## src/rtl/tile_rd_scheduler_pkg.sv

```systemverilog
// Shared definitions for the tile read scheduler and the AXI4 read controller:
// FSM state encoding, beat-size constants and the ceil-log2 helper.
package tile_rd_scheduler_pkg;

  typedef enum logic [2:0] {
    ST_IDLE      = 3'd0,
    ST_ISSUE     = 3'd1,
    ST_WAIT_BUSY = 3'd2,
    ST_WAIT_DONE = 3'd3,
    ST_DONE      = 3'd4
  } state_t;

  // Ceiling log2; clogb2(1) = 0, clogb2(4) = 2.
  function automatic int clogb2(input int value);
    int r;
    r = 0;
    for (int i = 0; i < 31; i++) begin
      if ((1 << i) < value) r = i + 1;
    end
    return r;
  endfunction

  localparam int DEF_AXI_DATA_WIDTH = 32;
  localparam int STRB_BYTES         = DEF_AXI_DATA_WIDTH / 8;
  localparam int STRB_LOG2          = clogb2(STRB_BYTES);

endpackage

```

## src/rtl/tile_rd_scheduler_if.sv

```systemverilog
// Descriptor, read-controller command and SRAM-writer status signals of the
// tile read scheduler, bundled with one modport per side.
interface tile_rd_scheduler_if #(
  parameter int AXI_ADDR_WIDTH      = 32,
  parameter int TRAN_BYTE_NUM_WIDTH = 16,
  parameter int ROW_CNT_WIDTH       = 12,
  parameter int STRIDE_WIDTH        = 24,
  parameter int SRAM_ADDR_WIDTH     = 32
);

  // Descriptor handshake: a descriptor transfers on a rising clk edge where
  // desc_valid_i && desc_ready_o; the producer holds every desc_* field
  // stable while desc_valid_i is high and not yet accepted.
  logic                           desc_valid_i;
  logic                           desc_ready_o;
  logic [AXI_ADDR_WIDTH-1:0]      desc_base_addr_i;
  logic [TRAN_BYTE_NUM_WIDTH-1:0] desc_row_bytes_i;
  logic [ROW_CNT_WIDTH-1:0]       desc_row_num_i;
  logic [STRIDE_WIDTH-1:0]        desc_stride_i;
  logic [SRAM_ADDR_WIDTH-1:0]     desc_sram_base_i;

  logic                           rd_start_o;
  logic [AXI_ADDR_WIDTH-1:0]      rd_base_addr_o;
  logic [TRAN_BYTE_NUM_WIDTH-1:0] rd_byte_num_o;
  logic                           rd_busy_i;
  logic                           rd_error_i;

  logic [SRAM_ADDR_WIDTH-1:0]     sram_row_base_o;
  logic [ROW_CNT_WIDTH-1:0]       row_idx_o;
  logic                           done_o;
  logic                           err_o;

  // Environment side: descriptor producer plus read controller.
  modport master (
    output desc_valid_i, desc_base_addr_i, desc_row_bytes_i, desc_row_num_i,
           desc_stride_i, desc_sram_base_i, rd_busy_i, rd_error_i,
    input  desc_ready_o, rd_start_o, rd_base_addr_o, rd_byte_num_o,
           sram_row_base_o, row_idx_o, done_o, err_o
  );

  // Scheduler side.
  modport slave (
    input  desc_valid_i, desc_base_addr_i, desc_row_bytes_i, desc_row_num_i,
           desc_stride_i, desc_sram_base_i, rd_busy_i, rd_error_i,
    output desc_ready_o, rd_start_o, rd_base_addr_o, rd_byte_num_o,
           sram_row_base_o, row_idx_o, done_o, err_o
  );

endinterface

```

## src/rtl/tile_rd_scheduler.sv

```systemverilog
// Walks a 2-D tile descriptor row by row, issuing one read-controller command
// per row and tracking the SRAM word offset of the row in flight.
module tile_rd_scheduler
  import tile_rd_scheduler_pkg::*;
#(
  parameter int AXI_ADDR_WIDTH      = 32,
  parameter int AXI_DATA_WIDTH      = DEF_AXI_DATA_WIDTH,
  parameter int TRAN_BYTE_NUM_WIDTH = 16,
  parameter int ROW_CNT_WIDTH       = 12,
  parameter int STRIDE_WIDTH        = 24,
  parameter int SRAM_ADDR_WIDTH     = 32
) (
  input  logic                 clk,
  input  logic                 rst_n,
  tile_rd_scheduler_if.slave   bus,
  output state_t               state_dbg_o
);

  localparam int BEAT_BYTES = AXI_DATA_WIDTH / 8;
  localparam int BEAT_LOG2  = clogb2(BEAT_BYTES);
  localparam int PADW       = TRAN_BYTE_NUM_WIDTH + 1;

  state_t state_q, state_d;

  logic [AXI_ADDR_WIDTH-1:0]      rd_base_addr_q;
  logic [TRAN_BYTE_NUM_WIDTH-1:0] rd_byte_num_q;
  logic [SRAM_ADDR_WIDTH-1:0]     sram_row_base_q;
  logic [ROW_CNT_WIDTH-1:0]       row_idx_q;
  logic [ROW_CNT_WIDTH-1:0]       rows_left_q;
  logic [STRIDE_WIDTH-1:0]        stride_q;
  logic [SRAM_ADDR_WIDTH-1:0]     words_per_row_q;
  logic                           err_q;

  logic                           accept;
  logic                           advance;
  logic                           set_err;
  logic                           empty_desc;
  logic [PADW-1:0]                row_bytes_pad;
  logic [SRAM_ADDR_WIDTH-1:0]     words_per_row_d;

  // Round the row up to whole beats; one extra bit keeps the carry of the pad.
  assign row_bytes_pad   = {1'b0, bus.desc_row_bytes_i} + PADW'(BEAT_BYTES - 1);
  assign words_per_row_d = SRAM_ADDR_WIDTH'(row_bytes_pad >> BEAT_LOG2);
  assign empty_desc      = (bus.desc_row_bytes_i == '0) || (bus.desc_row_num_i == '0);

  always_comb begin
    state_d = state_q;
    accept  = 1'b0;
    advance = 1'b0;
    set_err = 1'b0;
    case (state_q)
      ST_IDLE: begin
        if (bus.desc_valid_i) begin
          accept  = 1'b1;
          state_d = empty_desc ? ST_DONE : ST_ISSUE;
        end
      end
      ST_ISSUE: begin
        state_d = ST_WAIT_BUSY;
      end
      ST_WAIT_BUSY: begin
        if (bus.rd_busy_i) state_d = ST_WAIT_DONE;
      end
      ST_WAIT_DONE: begin
        // The controller's error flag is only meaningful once busy has fallen.
        if (!bus.rd_busy_i) begin
          if (bus.rd_error_i) begin
            set_err = 1'b1;
            state_d = ST_DONE;
          end else if (rows_left_q == ROW_CNT_WIDTH'(1)) begin
            state_d = ST_DONE;
          end else begin
            advance = 1'b1;
            state_d = ST_ISSUE;
          end
        end
      end
      ST_DONE: begin
        state_d = ST_IDLE;
      end
      default: begin
        state_d = ST_IDLE;
      end
    endcase
  end

  always_ff @(posedge clk or negedge rst_n) begin
    if (!rst_n) begin
      state_q         <= ST_IDLE;
      rd_base_addr_q  <= '0;
      rd_byte_num_q   <= '0;
      sram_row_base_q <= '0;
      row_idx_q       <= '0;
      rows_left_q     <= '0;
      stride_q        <= '0;
      words_per_row_q <= '0;
      err_q           <= 1'b0;
    end else begin
      state_q <= state_d;
      if (accept) begin
        rd_base_addr_q  <= bus.desc_base_addr_i;
        rd_byte_num_q   <= bus.desc_row_bytes_i;
        sram_row_base_q <= bus.desc_sram_base_i;
        rows_left_q     <= bus.desc_row_num_i;
        stride_q        <= bus.desc_stride_i;
        words_per_row_q <= words_per_row_d;
        row_idx_q       <= '0;
        err_q           <= 1'b0;
      end else if (advance) begin
        // Row registers only move here, so they stay frozen across a row.
        rd_base_addr_q  <= rd_base_addr_q + AXI_ADDR_WIDTH'(stride_q);
        sram_row_base_q <= sram_row_base_q + words_per_row_q;
        row_idx_q       <= row_idx_q + ROW_CNT_WIDTH'(1);
        rows_left_q     <= rows_left_q - ROW_CNT_WIDTH'(1);
      end
      if (set_err) err_q <= 1'b1;
    end
  end

  assign bus.desc_ready_o    = (state_q == ST_IDLE);
  assign bus.rd_start_o      = (state_q == ST_ISSUE);
  assign bus.done_o          = (state_q == ST_DONE);
  assign bus.rd_base_addr_o  = rd_base_addr_q;
  assign bus.rd_byte_num_o   = rd_byte_num_q;
  assign bus.sram_row_base_o = sram_row_base_q;
  assign bus.row_idx_o       = row_idx_q;
  assign bus.err_o           = err_q;
  assign state_dbg_o         = state_q;

endmodule

```

## src/flat_wrapper.sv

```systemverilog
// flat-port wrapper written by rule: the top's interface ports become plain ports
module tile_rd_scheduler_flat import tile_rd_scheduler_pkg::*;
#(
  parameter int AXI_ADDR_WIDTH      = 32,
  parameter int AXI_DATA_WIDTH      = DEF_AXI_DATA_WIDTH,
  parameter int TRAN_BYTE_NUM_WIDTH = 16,
  parameter int ROW_CNT_WIDTH       = 12,
  parameter int STRIDE_WIDTH        = 24,
  parameter int SRAM_ADDR_WIDTH     = 32
)
  (clk, rst_n, state_dbg_o, bus_desc_valid_i, bus_desc_base_addr_i, bus_desc_row_bytes_i, bus_desc_row_num_i, bus_desc_stride_i, bus_desc_sram_base_i, bus_rd_busy_i, bus_rd_error_i, bus_desc_ready_o, bus_rd_start_o, bus_rd_base_addr_o, bus_rd_byte_num_o, bus_sram_row_base_o, bus_row_idx_o, bus_done_o, bus_err_o);
  tile_rd_scheduler_if #(.AXI_ADDR_WIDTH(AXI_ADDR_WIDTH), .TRAN_BYTE_NUM_WIDTH(TRAN_BYTE_NUM_WIDTH), .ROW_CNT_WIDTH(ROW_CNT_WIDTH), .STRIDE_WIDTH(STRIDE_WIDTH), .SRAM_ADDR_WIDTH(SRAM_ADDR_WIDTH)) bus_i ();
  input  logic clk;
  input  logic rst_n;
  output state_t state_dbg_o;
  input wire logic [$bits(bus_i.desc_valid_i)-1:0] bus_desc_valid_i;
  input wire logic [$bits(bus_i.desc_base_addr_i)-1:0] bus_desc_base_addr_i;
  input wire logic [$bits(bus_i.desc_row_bytes_i)-1:0] bus_desc_row_bytes_i;
  input wire logic [$bits(bus_i.desc_row_num_i)-1:0] bus_desc_row_num_i;
  input wire logic [$bits(bus_i.desc_stride_i)-1:0] bus_desc_stride_i;
  input wire logic [$bits(bus_i.desc_sram_base_i)-1:0] bus_desc_sram_base_i;
  input wire logic [$bits(bus_i.rd_busy_i)-1:0] bus_rd_busy_i;
  input wire logic [$bits(bus_i.rd_error_i)-1:0] bus_rd_error_i;
  output wire logic [$bits(bus_i.desc_ready_o)-1:0] bus_desc_ready_o;
  output wire logic [$bits(bus_i.rd_start_o)-1:0] bus_rd_start_o;
  output wire logic [$bits(bus_i.rd_base_addr_o)-1:0] bus_rd_base_addr_o;
  output wire logic [$bits(bus_i.rd_byte_num_o)-1:0] bus_rd_byte_num_o;
  output wire logic [$bits(bus_i.sram_row_base_o)-1:0] bus_sram_row_base_o;
  output wire logic [$bits(bus_i.row_idx_o)-1:0] bus_row_idx_o;
  output wire logic [$bits(bus_i.done_o)-1:0] bus_done_o;
  output wire logic [$bits(bus_i.err_o)-1:0] bus_err_o;
  assign bus_i.desc_valid_i = bus_desc_valid_i;
  assign bus_i.desc_base_addr_i = bus_desc_base_addr_i;
  assign bus_i.desc_row_bytes_i = bus_desc_row_bytes_i;
  assign bus_i.desc_row_num_i = bus_desc_row_num_i;
  assign bus_i.desc_stride_i = bus_desc_stride_i;
  assign bus_i.desc_sram_base_i = bus_desc_sram_base_i;
  assign bus_i.rd_busy_i = bus_rd_busy_i;
  assign bus_i.rd_error_i = bus_rd_error_i;
  assign bus_desc_ready_o = bus_i.desc_ready_o;
  assign bus_rd_start_o = bus_i.rd_start_o;
  assign bus_rd_base_addr_o = bus_i.rd_base_addr_o;
  assign bus_rd_byte_num_o = bus_i.rd_byte_num_o;
  assign bus_sram_row_base_o = bus_i.sram_row_base_o;
  assign bus_row_idx_o = bus_i.row_idx_o;
  assign bus_done_o = bus_i.done_o;
  assign bus_err_o = bus_i.err_o;
  tile_rd_scheduler #(.AXI_ADDR_WIDTH(AXI_ADDR_WIDTH), .AXI_DATA_WIDTH(AXI_DATA_WIDTH), .TRAN_BYTE_NUM_WIDTH(TRAN_BYTE_NUM_WIDTH), .ROW_CNT_WIDTH(ROW_CNT_WIDTH), .STRIDE_WIDTH(STRIDE_WIDTH), .SRAM_ADDR_WIDTH(SRAM_ADDR_WIDTH)) u_core (.clk(clk), .rst_n(rst_n), .bus(bus_i), .state_dbg_o(state_dbg_o));
endmodule
```

## config.mk

```make
export PLATFORM = sky130hd
export DESIGN_NAME = tile_rd_scheduler_flat
export DESIGN_NICKNAME = d
export VERILOG_FILES = /design/src/rtl/tile_rd_scheduler_pkg.sv /design/src/rtl/tile_rd_scheduler_if.sv /design/src/rtl/tile_rd_scheduler.sv /design/src/flat_wrapper.sv
export SDC_FILE = /design/constraint.sdc
export NUM_CORES = 1
export LEC_CHECK = 0
export CAP_MARGIN = 20
export CORE_ASPECT_RATIO = 0.5
export CORE_UTILIZATION = 50
export DETAILED_ROUTE_END_ITERATION = 6
export PLACE_DENSITY = 0.85
export SLEW_MARGIN = 15
export SYNTH_ARGS = -nofsm -noshare
export SYNTH_HDL_FRONTEND = slang
export SYNTH_SLANG_ARGS = --single-unit
```

## constraint.sdc

```tcl
create_clock -name clk -period 2.9 [get_ports clk]
set_input_delay 0.725 -clock clk [delete_from_list [all_inputs] [get_ports clk]]
set_output_delay 0.725 -clock clk [all_outputs]
set_load 0.1 [all_outputs]
```

Word level (Yosys, flattened, before mapping)

Index checks and enable logic that the tools add are counted.

$add $sub $neg: 5
Equality and inequality tests: 8
Mux-type cells: 26
Reduce and logical (&&, ||, !) cells: 7

Operator list:

| cell                    | count |
|---|---|
| $mux W32                | 4 |
| $mux W12                | 4 |
| $add A32 B15 Y32        | 1 |
| $add A32 B24 Y32        | 1 |
| $mux W3                 | 6 |
| $add A16 B2 Y17 const B | 1 |
| $logic_not A16 Y1       | 1 |
| $add A12 B1 Y12 const B | 1 |
| $eq A12 B1 Y1 const B   | 1 |
| $logic_not A12 Y1       | 1 |
| $pmux W3 S4             | 1 |
| $sub A12 B1 Y12 const B | 1 |
| $mux W1                 | 11 |
| $eq A3 B2 Y1 const B    | 2 |
| $ne A2 B2 Y1 const B    | 3 |
| $reduce_bool A2 Y1      | 2 |
| $eq A3 B1 Y1 const B    | 1 |
| $eq A3 B3 Y1 const B    | 1 |
| $logic_not A3 Y1        | 1 |
| $reduce_and A3 Y1       | 1 |
| $logic_or A1 B1 Y1      | 1 |

Register bits after elaboration: 147
Input port bits: 121
Output and inout bits: 99
Word-level logic and storage cells: 55

Logic depth before layout (Yosys ltp)

Gate-level depths: netlist of the first run.

Word-level depth: 7
Gate-level depth with buffers: 12
Gate-level depth less buffers: 10

Least setup slack after synthesis of the first run

No wires, ideal clock.

Path type: register to register
Start: register u_core.state_q[1] (netlist: u_core.state_dbg_o[1])
End: register u_core.row_idx_q[10] (netlist: u_core.bus.row_idx_o[10])
Library setup time: 0.132 ns
Data arrival time: 4.359 ns
Required time: 2.768 ns
Setup slack: -1.591 ns
Cell stages (with the launch flop): 8
Path buffers: 4
Period minus slack after synthesis: 4.491 ns
Cell sequence: dfrtp_1 > clkbuf_1 > nor3_1 > and2_1 > buf_2 > clkbuf_1 > clkbuf_1 > nor2_1

Word-level cells in the longest chain between the ends: 3
Elaborated cells between the ends (all ways): 6
Classes of those cells: eq/ne: 1; mux: 3; reduce/logical: 2

RTL lines:

| item                                           | line                     | text |
|---|---|---|
| start, declared                                | tile_rd_scheduler.sv:23  | `state_t state_q, state_d;` |
| start signal, assigned                         | tile_rd_scheduler.sv:99  | `state_q <= state_d;` |
| $logic_not A3 Y1 (*)                           | n/a                      |  |
| net bus_desc_ready_o                           | flat_wrapper.sv:24       | `output wire logic [$bits(bus_i.desc_ready_o)-1:0] bus_desc_ready_o;` |
| $mux W1 (*)                                    | tile_rd_scheduler.sv:51  | `case (state_q)` |
| $mux W12 or $reduce_bool A2 Y1 (tied branches) | n/a                      |  |
| end signal, assigned                           | tile_rd_scheduler.sv:113 | `row_idx_q <= row_idx_q + ROW_CNT_WIDTH'(1);` |
| end, declared                                  | tile_rd_scheduler.sv:28  | `logic [ROW_CNT_WIDTH-1:0] row_idx_q;` |

Mark *: on every way through the listed nets, which the timed path passes. The rest lies on a longest branch.
A chain may end at the register's enable or synchronous reset.

Worst setup path after layout of the first run

Start: register u_core.rd_base_addr_q[0] (netlist: u_core.bus.rd_base_addr_o[0])
End: register u_core.rd_base_addr_q[28] (netlist: u_core.bus.rd_base_addr_o[28])

Word-level cells in the longest chain between the ends: 3

RTL lines:

| item                   | line                     | text |
|---|---|---|
| start, declared        | tile_rd_scheduler.sv:25  | `logic [AXI_ADDR_WIDTH-1:0] rd_base_addr_q;` |
| start signal, assigned | tile_rd_scheduler.sv:101 | `rd_base_addr_q <= bus.desc_base_addr_i;` |
| start signal, assigned | tile_rd_scheduler.sv:111 | `rd_base_addr_q <= rd_base_addr_q + AXI_ADDR_WIDTH'(stride_q);` |
| $add A32 B24 Y32       | tile_rd_scheduler.sv:111 |  |
| $mux W32               | tile_rd_scheduler.sv:109 | `end else if (advance) begin` |
| $mux W32               | tile_rd_scheduler.sv:100 | `if (accept) begin` |

No other way between the ends. The select of a mux whose other input is x is not followed.

==> flow_summary.yaml, run 1 <==
run_status:
  status: "finished, final reports clean"
routing:
  wl_mm: 26.5
  remaining_drc_errors: 0
  drt_first_iter_violations: 867
  num_vias: 8872
  detail-route-antenna-nets: 0
  drt-vias-per-instance: 5.85
  drt-pass1-iter-count: 7
  routed_wire_length_per_instance_um: 17.4
setup_path:
  crit_arrival_ns: 3.02
  timing.critical_path.to_type: "register"
  cpMostUsedCell: "a211oi_2"
  crit_path_max_fanout: 4
  worst_path_largest_cell_delay_ns: 0.42
  critical_path.top_delay_family: "compound AO/OA/AOI/OAI gates"
  critical_path_class: "reg -> reg"
  worstPathCellList: "ha_1, fa_2, a211oi_2, o21ai_2, o211ai_2, a211oi_2, nor4_4, nor4b_1, nor4_1"
  cp_num_buf_inv: 0
  cp_data_required_time_ns: 3.18
  slowest_stage: "dfrtp_2"
  start_kind: "register"
floorplan:
  number_of_core_rows: 34
  start_util_pct: 51.2
  placeableCoreArea_mm2: 0.0174
  io-pin-count: 220
  die-height_um: 96.4
  die-area_mm2: 0.0184
  chipWidth_um: 191
final_layout:
  layout.nets: 1435
  layout-drive-gt1-share_pct: 15.4
  antenna-diode-count: 0
  mostFrequentLayoutCells: "nand2_1, dfrtp_1, buf_4"
  synthToLayoutAreaGrowth_pct: 33.1
  most_common_library_cell_in_the_layout_ignoring_fill_and_taps: "nand2_1"
synth:
  mappedNetlistArea_mm2: 0.00891
  ys_seq_area_share_pct: 41.3
  postSynthCellCount: 1058
  synth_top_area_share_pct: 41.3
  synth.top_cells.by_area: "dfrtp_1, nand2_1, ha_1"
  synthesis.area_per_instance_um2: 8.42
  synth-edff-count: 0
  synthDistinctLibCells: 72
  synthesis.yosys.warnings: 0
  share_of_async_settable_or_async_resettable_flops_after_synthesis_pct: 100
  synth_top_flop_cell: "dfrtp_1"
  synth_top_area_cell: "dfrtp_1"
  syn_nets: 1223
  ys_ff_latch: 147
global_route:
  grt_util_all_layers_pct: 28.6
  global_route_wire_length_before_repair_mm: 41.7
  global_route_total_overflow: 0
  grt_max_degree: 108
  antenna_violations_before_repair: 0
  first_global_vias: 8314
clock_network:
  cts_made_buffers: 17
  clk_latency_ns: 0.42
  h-tree-depth: 4
  clk_pin_slew_worst_paths_ns: 0.08
  cts.sinks: 147
  postCtsHoldBufs: 0
  cts_root_buffer: "clkbuf_16"
  max-clock-path-buffers: 2
  cts_tree: "yes"
timing:
  timing.slew.headroom_pct: 58.8
  final.setup.tns_ns: 0
  final_report_setup_violation_count: 0
  timing.clock.skew_ns: 0.0178
  max_clock_freq_ghz: 0.366
  layout_min_cycle_time_ns: 2.73
  tightestPinTransition_ns: 0.617
  final-max-slew-violation-count: 0
  report.final.hold_viol_count: 0
  layout_worst_path_cycle_share_pct: 94.2
  grt_setup_unrepaired: "false"
placed_design:
  hpwlAfterDp_mm: 18.9
  gpl.final_weighted_congestion: 0.950
  buffer_ports.inserted: 219
flow_run:
  maxCapViolations: 0
min_path:
  worst_hold_path_type: "in -> async"
[cells by family (layout without fill, tap and decap cells)]
kind of cell / after synthesis / after routing / synth area share (%)
AOI/OAI and AO/OA: 276 / 276 / 19.5
xor gates and xnor gates: 56 / 56 / 5.50
adders and majority gates: 44 / 44 / 6.35
buffers and inverters: 66 / 291 / 3.10
DFF: 147 / 147 / 41.3
muxes: 2 / 2 / 0.239
and+or+nand+nor: 467 / 467 / 24.1
[timing repair]
action	4_1_cts	5_1_grt
gates resized for setup	0	7
endpoints found under the setup margin	2	17
hold endpoints to repair	0	0
buffers inserted	1	1
pin swaps	1	3
[synthesized netlist by cell type (9+ instances only)]
cell,number
o22ai_1,21
xor2_1,30
clkbuf_1,23
dfrtp_1,147
a31oi_1,17
nor2b_1,10
inv_1,15
and3_1,18
buf_2,20
nand3_1,28
o211ai_1,10
nand4_1,14
a21oi_1,75
o21ai_0,65
xnor2_1,26
a21o_1,13
o21ai_1,9
nor4_1,11
nor3_1,21
ha_1,42
nand2_1,245
nor2_1,75
a22oi_1,10
[flip-flops by register name, summed over array words and instances (netlist names)]
signal                      count
u_core.bus.rd_base_addr_o      32
u_core.bus.sram_row_base_o     32
u_core.stride_q                24
u_core.bus.rd_byte_num_o       16
u_core.words_per_row_q         15
u_core.bus.row_idx_o           12
u_core.rows_left_q             12
u_core.state_dbg_o              3
u_core.bus.err_o                1
[per-layer routing]
metal,global-route usage (%),vias to the layer above,wire [µm]
met5,0,-,0
met4,10.0,0,639
met3,3.86,62,1710
met2,46.7,359,12300
met1,39.4,4240,11800
li1,-,4211,-
[area by class of cell]
cell class	count	area, µm²
tap	234	293
timing repair buffer	244	2180
clock buffer	17	425
sequential	147	3690
fill	1386	5530
multi-input combinational	845	5030
inverter	15	56.3
clock inverter	15	186
[final timing paths]
| check | from | end | slack, ns | cells after the start |
|---|---|---|---|---|
| worst min register to register | u_core.bus.rd_byte_num_o[9] | u_core.bus.rd_byte_num_o[9] | 0.48 | 2 |
| min in group clk | u_core.bus.rd_byte_num_o[9] | u_core.bus.rd_byte_num_o[9] | 0.48 | 2 |
| worst min-delay path | rst_n | u_core.bus.sram_row_base_o[24] | 0.28 | 1 |
| max in group asynchronous | rst_n | u_core.bus.rd_base_addr_o[7] | 1.93 | 2 |
| worst max-delay path | u_core.bus.rd_base_addr_o[0] | u_core.bus.rd_base_addr_o[28] | 0.17 | 9 |
| worst max register to register | u_core.bus.rd_base_addr_o[0] | u_core.bus.rd_base_addr_o[28] | 0.17 | 9 |
[through the flow]
step	std cells	util (%)	hold WS, ns	instance area, µm²	worst slack (ns)
finish	1517	68.2	0.281	11900	0.169
global route	1517	68.2	0.328	11900	0.0128
CTS	1516	68.0	0.303	11800	0.0227
detailed placement	1483	64.4	0.464	11200	-0.100
global placement	1483	64.4	0.461	11200	-0.0264
floorplan	1058	-	0.429	8950	0.000686
Power of run 1 is left out: the tool's default activity adds up to more than one toggle a clock period on the data nets, which glitch-free logic cannot reach.
==> run 2, diff against run 1 <==
--- a/config.mk
+++ b/config.mk
@@ -5,11 +5,12 @@
 export SDC_FILE = /design/constraint.sdc
 export NUM_CORES = 1
 export LEC_CHECK = 0
+export ABC_AREA = 1
 export CAP_MARGIN = 20
 export CORE_ASPECT_RATIO = 0.5
-export CORE_UTILIZATION = 50
+export CORE_UTILIZATION = 56
 export DETAILED_ROUTE_END_ITERATION = 6
-export PLACE_DENSITY = 0.85
+export PLACE_DENSITY = 0.91
 export SLEW_MARGIN = 15
 export SYNTH_ARGS = -nofsm -noshare
 export SYNTH_HDL_FRONTEND = slang
==> constraint.sdc (replaced) <==
create_clock -name clk -period 3.4 [get_ports clk]
set_input_delay 0.85 -clock clk [delete_from_list [all_inputs] [get_ports clk]]
set_output_delay 0.85 -clock clk [all_outputs]
set_load 0.1 [all_outputs]
==> flow_summary.yaml, run 2 <==
run_status:
  status: "finished, violations left"
  failed_checks: "design-rule violations"
setup_path:
  worstPathCellList: "inv_1, nor3_1, buf_4"
  r2r_slack_ns: 1.00
  timing.critical_path.to_type: "output pin"
  crit_path_max_fanout: 5
  cp_data_required_time_ns: 2.55
  cp_num_buf_inv: 2
  crit_arrival_ns: 1.59
  critical_path.top_delay_family: "flip-flops"
  start_kind: "register"
  worst_path_largest_cell_delay_ns: 0.47
  critical_path_class: "reg -> out"
  slowest_stage: "dfrtp_1"
global_route:
  global_route_wire_length_before_repair_mm: 50.0
  grt_max_degree: 152
  antenna_violations_before_repair: 0
  grt_util_all_layers_pct: 32.1
  global_route_total_overflow: 0
  first_global_vias: 10400
floorplan:
  die-height_um: 98.2
  placeableCoreArea_mm2: 0.0177
  die-area_mm2: 0.0191
  chipWidth_um: 194
  start_util_pct: 58.5
  io-pin-count: 220
  number_of_core_rows: 34
synth:
  yosys-mux-area-fraction_pct: 0
  synthesis.area_per_instance_um2: 6.49
  synthesis.yosys.warnings: 0
  synth_top_flop_cell: "dfrtp_1"
  synthDistinctLibCells: 39
  synth.top_cells.by_area: "dfrtp_1, nand2_1, inv_1"
  syn_nets: 1763
  ys_seq_area_share_pct: 35.5
  postSynthCellCount: 1598
  synth_xor_area_share_pct: 2.79
  synth-adder-area-share_pct: 5.45
  synth_top_area_share_pct: 35.5
  share_of_async_settable_or_async_resettable_flops_after_synthesis_pct: 100
  yosys.cell_count.top_type: "nand2_1"
  synth_compound_gate_area_share_pct: 7.56
  main_combinational_cell_family_by_area_after_synthesis: "simple AND/OR/NAND/NOR gates"
  mappedNetlistArea_mm2: 0.0104
  ys_top_cells_by_count: "nand2_1, inv_1, nor2_1"
  synth-edff-count: 0
  synthSimpleGateAreaFrac_pct: 38.8
  synth_top_area_cell: "dfrtp_1"
  ys_ff_latch: 147
final_layout:
  most_common_library_cell_in_the_layout_ignoring_fill_and_taps: "nand2_1"
  synthToLayoutAreaGrowth_pct: 27.0
  finish.utilization_pct: 74.3
  layout.nets: 1970
  layout-drive-gt1-share_pct: 8.97
  antenna-diode-count: 0
  mostFrequentLayoutCells: "nand2_1, inv_1, nor2_1"
min_path:
  worst_hold_path_type: "in -> async"
routing:
  drt-pass1-iter-count: 7
  wl_mm: 29.2
  drt_first_iter_violations: 897
  routed_wire_length_per_instance_um: 14.2
  remaining_drc_errors: 2
  num_vias: 10800
  detail-route-antenna-nets: 0
  drt-vias-per-instance: 5.26
timing:
  tightestPinTransition_ns: 0.789
  timing.clock.skew_ns: 0.0119
  final-max-slew-violation-count: 0
  final_report_setup_violation_count: 0
  report.final.hold_viol_count: 0
  final.setup.tns_ns: 0
  max_clock_freq_ghz: 0.410
  layout_worst_path_cycle_share_pct: 71.7
  grt_setup_unrepaired: "false"
  layout_min_cycle_time_ns: 2.44
  timing.slew.headroom_pct: 47.4
placed_design:
  hpwlAfterDp_mm: 21.3
  gpl.final_weighted_congestion: 0.958
  buffer_ports.inserted: 219
clock_network:
  cts_tree: "yes"
  clk_pin_slew_worst_paths_ns: 0.07
  cts_root_buffer: "clkbuf_16"
  number_of_buffers_inserted_to_repair_setup_after_cts: 0
  post_cts_resized: 0
  max-clock-path-buffers: 2
  postCtsHoldBufs: 0
  h-tree-depth: 4
  cts.sinks: 147
  cts_made_buffers: 17
  clk_latency_ns: 0.43
flow_run:
  maxCapViolations: 0
run 2: cell types whose count changed in the layout (fill, tap and decap cells not counted), moves of 15 or more:
| cell | delta |
|---|---|
| nand2_1 | +356 |
| inv_1 | +196 |
| nand3_1 | +116 |
| nor2_1 | +85 |
| a21oi_1 | -29 |
| xnor2_1 | -20 |
| a31oi_1 | -17 |
| and3_1 | -17 |
| buf_4 | -15 |
run 2: logic make-up (layout without fill, tap and decap cells):
family          after synthesis  after routing
simple gates                973            973
buf+inv                     258            478
flops                       147            147
compound gates              143            143
fa+ha+maj                    44             44
xor+xnor                     33             33
run 2: layout make-up:
type                    count  area (µm²)
multi-input cells        1193        5670
fillers                  1419        4570
flip-flops and latches    147        3680
repair buffers            229        2070
inverters                 217         815
clock buffers              19         453
well taps                 234         293
clock inverters            13         195
run 2: per-stage QoR:
stage	setup slack, ns	hold slack [ns]	cell area (µm²)	std cells
2_1_floorplan	-0.695	0.453	10400	1598
3_3_place_gp	0.815	0.469	12500	2020
3_5_place_dp	0.727	0.468	12500	2020
4_1_cts	0.931	0.492	13200	2052
5_1_grt	0.846	0.508	13200	2052
6_report	0.961	0.459	13200	2052
run 2: layer usage:
| layer | up-vias | track usage [%] | wire length (µm) |
|---|---|---|---|
| met2 | 374 | 52.9 | 13400 |
| li1 | 5465 | - | - |
| met4 | 0 | 7.20 | 352 |
| met1 | 4927 | 44.2 | 13700 |
| met3 | 34 | 5.80 | 1800 |
| met5 | - | 0 | 0 |
run 2: worst paths after layout:
check,endpoint,from,cells past startpoint
max reg2reg,u_core.bus.rd_base_addr_o[18],u_core.rows_left_q[9],11
min in group clk,u_core.stride_q[19],u_core.stride_q[19],2
min,u_core.bus.rd_byte_num_o[5],rst_n,1
min reg2reg,u_core.stride_q[19],u_core.stride_q[19],2
max,bus_rd_start_o,u_core.state_dbg_o[0],3
max in group asynchronous,u_core.bus.rd_base_addr_o[16],rst_n,2
Power of run 2 is left out for the same reason.
==> run 3, diff against run 2 <==
--- a/config.mk
+++ b/config.mk
@@ -8,9 +8,9 @@
 export ABC_AREA = 1
 export CAP_MARGIN = 20
 export CORE_ASPECT_RATIO = 0.5
-export CORE_UTILIZATION = 56
+export CORE_UTILIZATION = 52
 export DETAILED_ROUTE_END_ITERATION = 6
-export PLACE_DENSITY = 0.91
+export PLACE_DENSITY = 0.85
 export SLEW_MARGIN = 15
 export SYNTH_ARGS = -nofsm -noshare
 export SYNTH_HDL_FRONTEND = slang
==> constraint.sdc (replaced) <==
create_clock -name clk -period 2.3 [get_ports clk]
set_input_delay 0.575 -clock clk [delete_from_list [all_inputs] [get_ports clk]]
set_output_delay 0.575 -clock clk [all_outputs]
set_load 0.1 [all_outputs]
==> flow_summary.yaml, run 3 (same netlist as run 2, synthesis figures left out) <==
timing:
  timing.slew.headroom_pct: 67.0
  max_clock_freq_ghz: 0.467
  layout_min_cycle_time_ns: 2.14
  worst_hold_slack_ns: 0.485
  report.final.hold_viol_count: 0
  final.setup.tns_ns: 0
  final_report_setup_violation_count: 0
  tightestPinTransition_ns: 0.491
  final-max-slew-violation-count: 0
  grt_setup_unrepaired: "false"
  layout_worst_path_cycle_share_pct: 93.1
  timing.clock.skew_ns: 0.0134
flow_run:
  maxCapViolations: 0
global_route:
  antenna_violations_before_repair: 0
  global_route_total_overflow: 0
  first_global_vias: 10200
  global_route_wire_length_before_repair_mm: 48.5
  grt_max_degree: 55
  grt_util_all_layers_pct: 29.3
setup_path:
  crit_arrival_ns: 2.46
  crit_path_max_fanout: 4
  timing.critical_path.to_type: "register"
  cp_data_required_time_ns: 2.62
  start_kind: "register"
  critical_path_class: "reg -> reg"
  worstPathCellList: "ha_1, fa_2, nand3_1, nand3_1, nand3_1, nand3_1, nand2_1, nand2_1, nand2_1, nand3_1, nand2_1, nand2_1"
  slowest_stage: "dfrtp_2"
  worst_path_largest_cell_delay_ns: 0.41
floorplan:
  die-height_um: 102
  placeableCoreArea_mm2: 0.0195
  die-area_mm2: 0.0205
  start_util_pct: 53.2
  io-pin-count: 220
  number_of_core_rows: 36
  chipWidth_um: 202
routing:
  detail-route-antenna-nets: 0
  remaining_drc_errors: 0
  drt-vias-per-instance: 5.15
  wl_mm: 29.6
  dr_wl_met2_mm: 13.6
  met3WireLength_mm: 1.69
  num_vias: 10800
  routed_wire_length_per_instance_um: 14.1
  wl_met1_mm: 13.8
  drt_first_iter_violations: 755
  routed.top_layer: "met4"
  drt-pass1-iter-count: 7
clock_network:
  cts_root_buffer: "clkbuf_16"
  number_of_buffers_inserted_to_repair_setup_after_cts: 0
  cts_made_buffers: 17
  cts_tree: "yes"
  cts.sinks: 147
  max-clock-path-buffers: 2
  clk_latency_ns: 0.43
  h-tree-depth: 4
  clk_pin_slew_worst_paths_ns: 0.06
final_layout:
  synthToLayoutAreaGrowth_pct: 30.1
  mostFrequentLayoutCells: "nand2_1, inv_1, nor2_1"
  layout.nets: 1986
  layout-drive-gt1-share_pct: 11.2
  antenna-diode-count: 0
  most_common_library_cell_in_the_layout_ignoring_fill_and_taps: "nand2_1"
run_status:
  status: "finished, final reports clean"
placed_design:
  buffer_ports.inserted: 219
  gpl.final_weighted_congestion: 0.952
  hpwlAfterDp_mm: 22.5
min_path:
  worst_hold_path_type: "reg -> reg"
-- run 3: cell count changes in the layout (fill, tap and decap cells not counted), sizes merged --
cell	change
clkinv	+2
inv	+2
clkbuf	-2
buf	+15
bufinv	-2
dlygate4sd3	+1
-- run 3: worst max-delay path, delay by kind of cell (launching register included) --
family / cells / cell delay, ns
simple gates: 10 / 0.99
flops: 1 / 0.41
fa+ha+maj: 2 / 0.64
-- run 3: worst paths after layout --
kind                                                    from                             to  slack, ns  cells after the start
worst max-delay path            u_core.bus.rd_base_addr_o[0]  u_core.bus.rd_base_addr_o[20]       0.16                     12
worst min-delay path                      u_core.stride_q[4]             u_core.stride_q[4]       0.48                      2
worst max register to register  u_core.bus.rd_base_addr_o[0]  u_core.bus.rd_base_addr_o[20]       0.16                     12
worst min register to register            u_core.stride_q[4]             u_core.stride_q[4]       0.48                      2
max in group asynchronous                              rst_n   u_core.bus.rd_base_addr_o[7]       1.12                      3
min in group asynchronous                              rst_n  u_core.bus.rd_base_addr_o[22]       0.51                      2
-- run 3: area by class of cell --
class / count / area [µm²]
clock buffer: 17 / 425
fill: 1713 / 6010
sequential: 147 / 3690
clock inverter: 15 / 173
tap: 266 / 333
timing repair buffer: 245 / 2290
inverter: 217 / 817
multi-input combinational: 1193 / 5760
-- run 3: timing repair --
action,CTS,global route
hold buffers,1,0
gates resized for setup,0,2
hold endpoints to repair,6,0
endpoints found under the setup margin,0,4
-- run 3: stage by stage --
step | util (%) | setup WS (ns) | cells | instance area [µm²]
after detailed placement | 66.0 | -0.00796 | 2067 | 12900
after global routing | 69.2 | 0.00537 | 2100 | 13500
after CTS | 69.2 | 0.0946 | 2100 | 13500
after global placement | 66.0 | 0.0240 | 2067 | 12900
final | 69.2 | 0.159 | 2100 | 13500
after floorplan | - | -0.118 | 1598 | 10600
-- run 3: routing by layer --
layer	vias up	global-route usage, %
met5	-	0
li1	5488	-
met2	309	49.4
met1	4973	39.5
met4	0	8.68
met3	40	4.69
Power of run 3 is left out for the same reason.
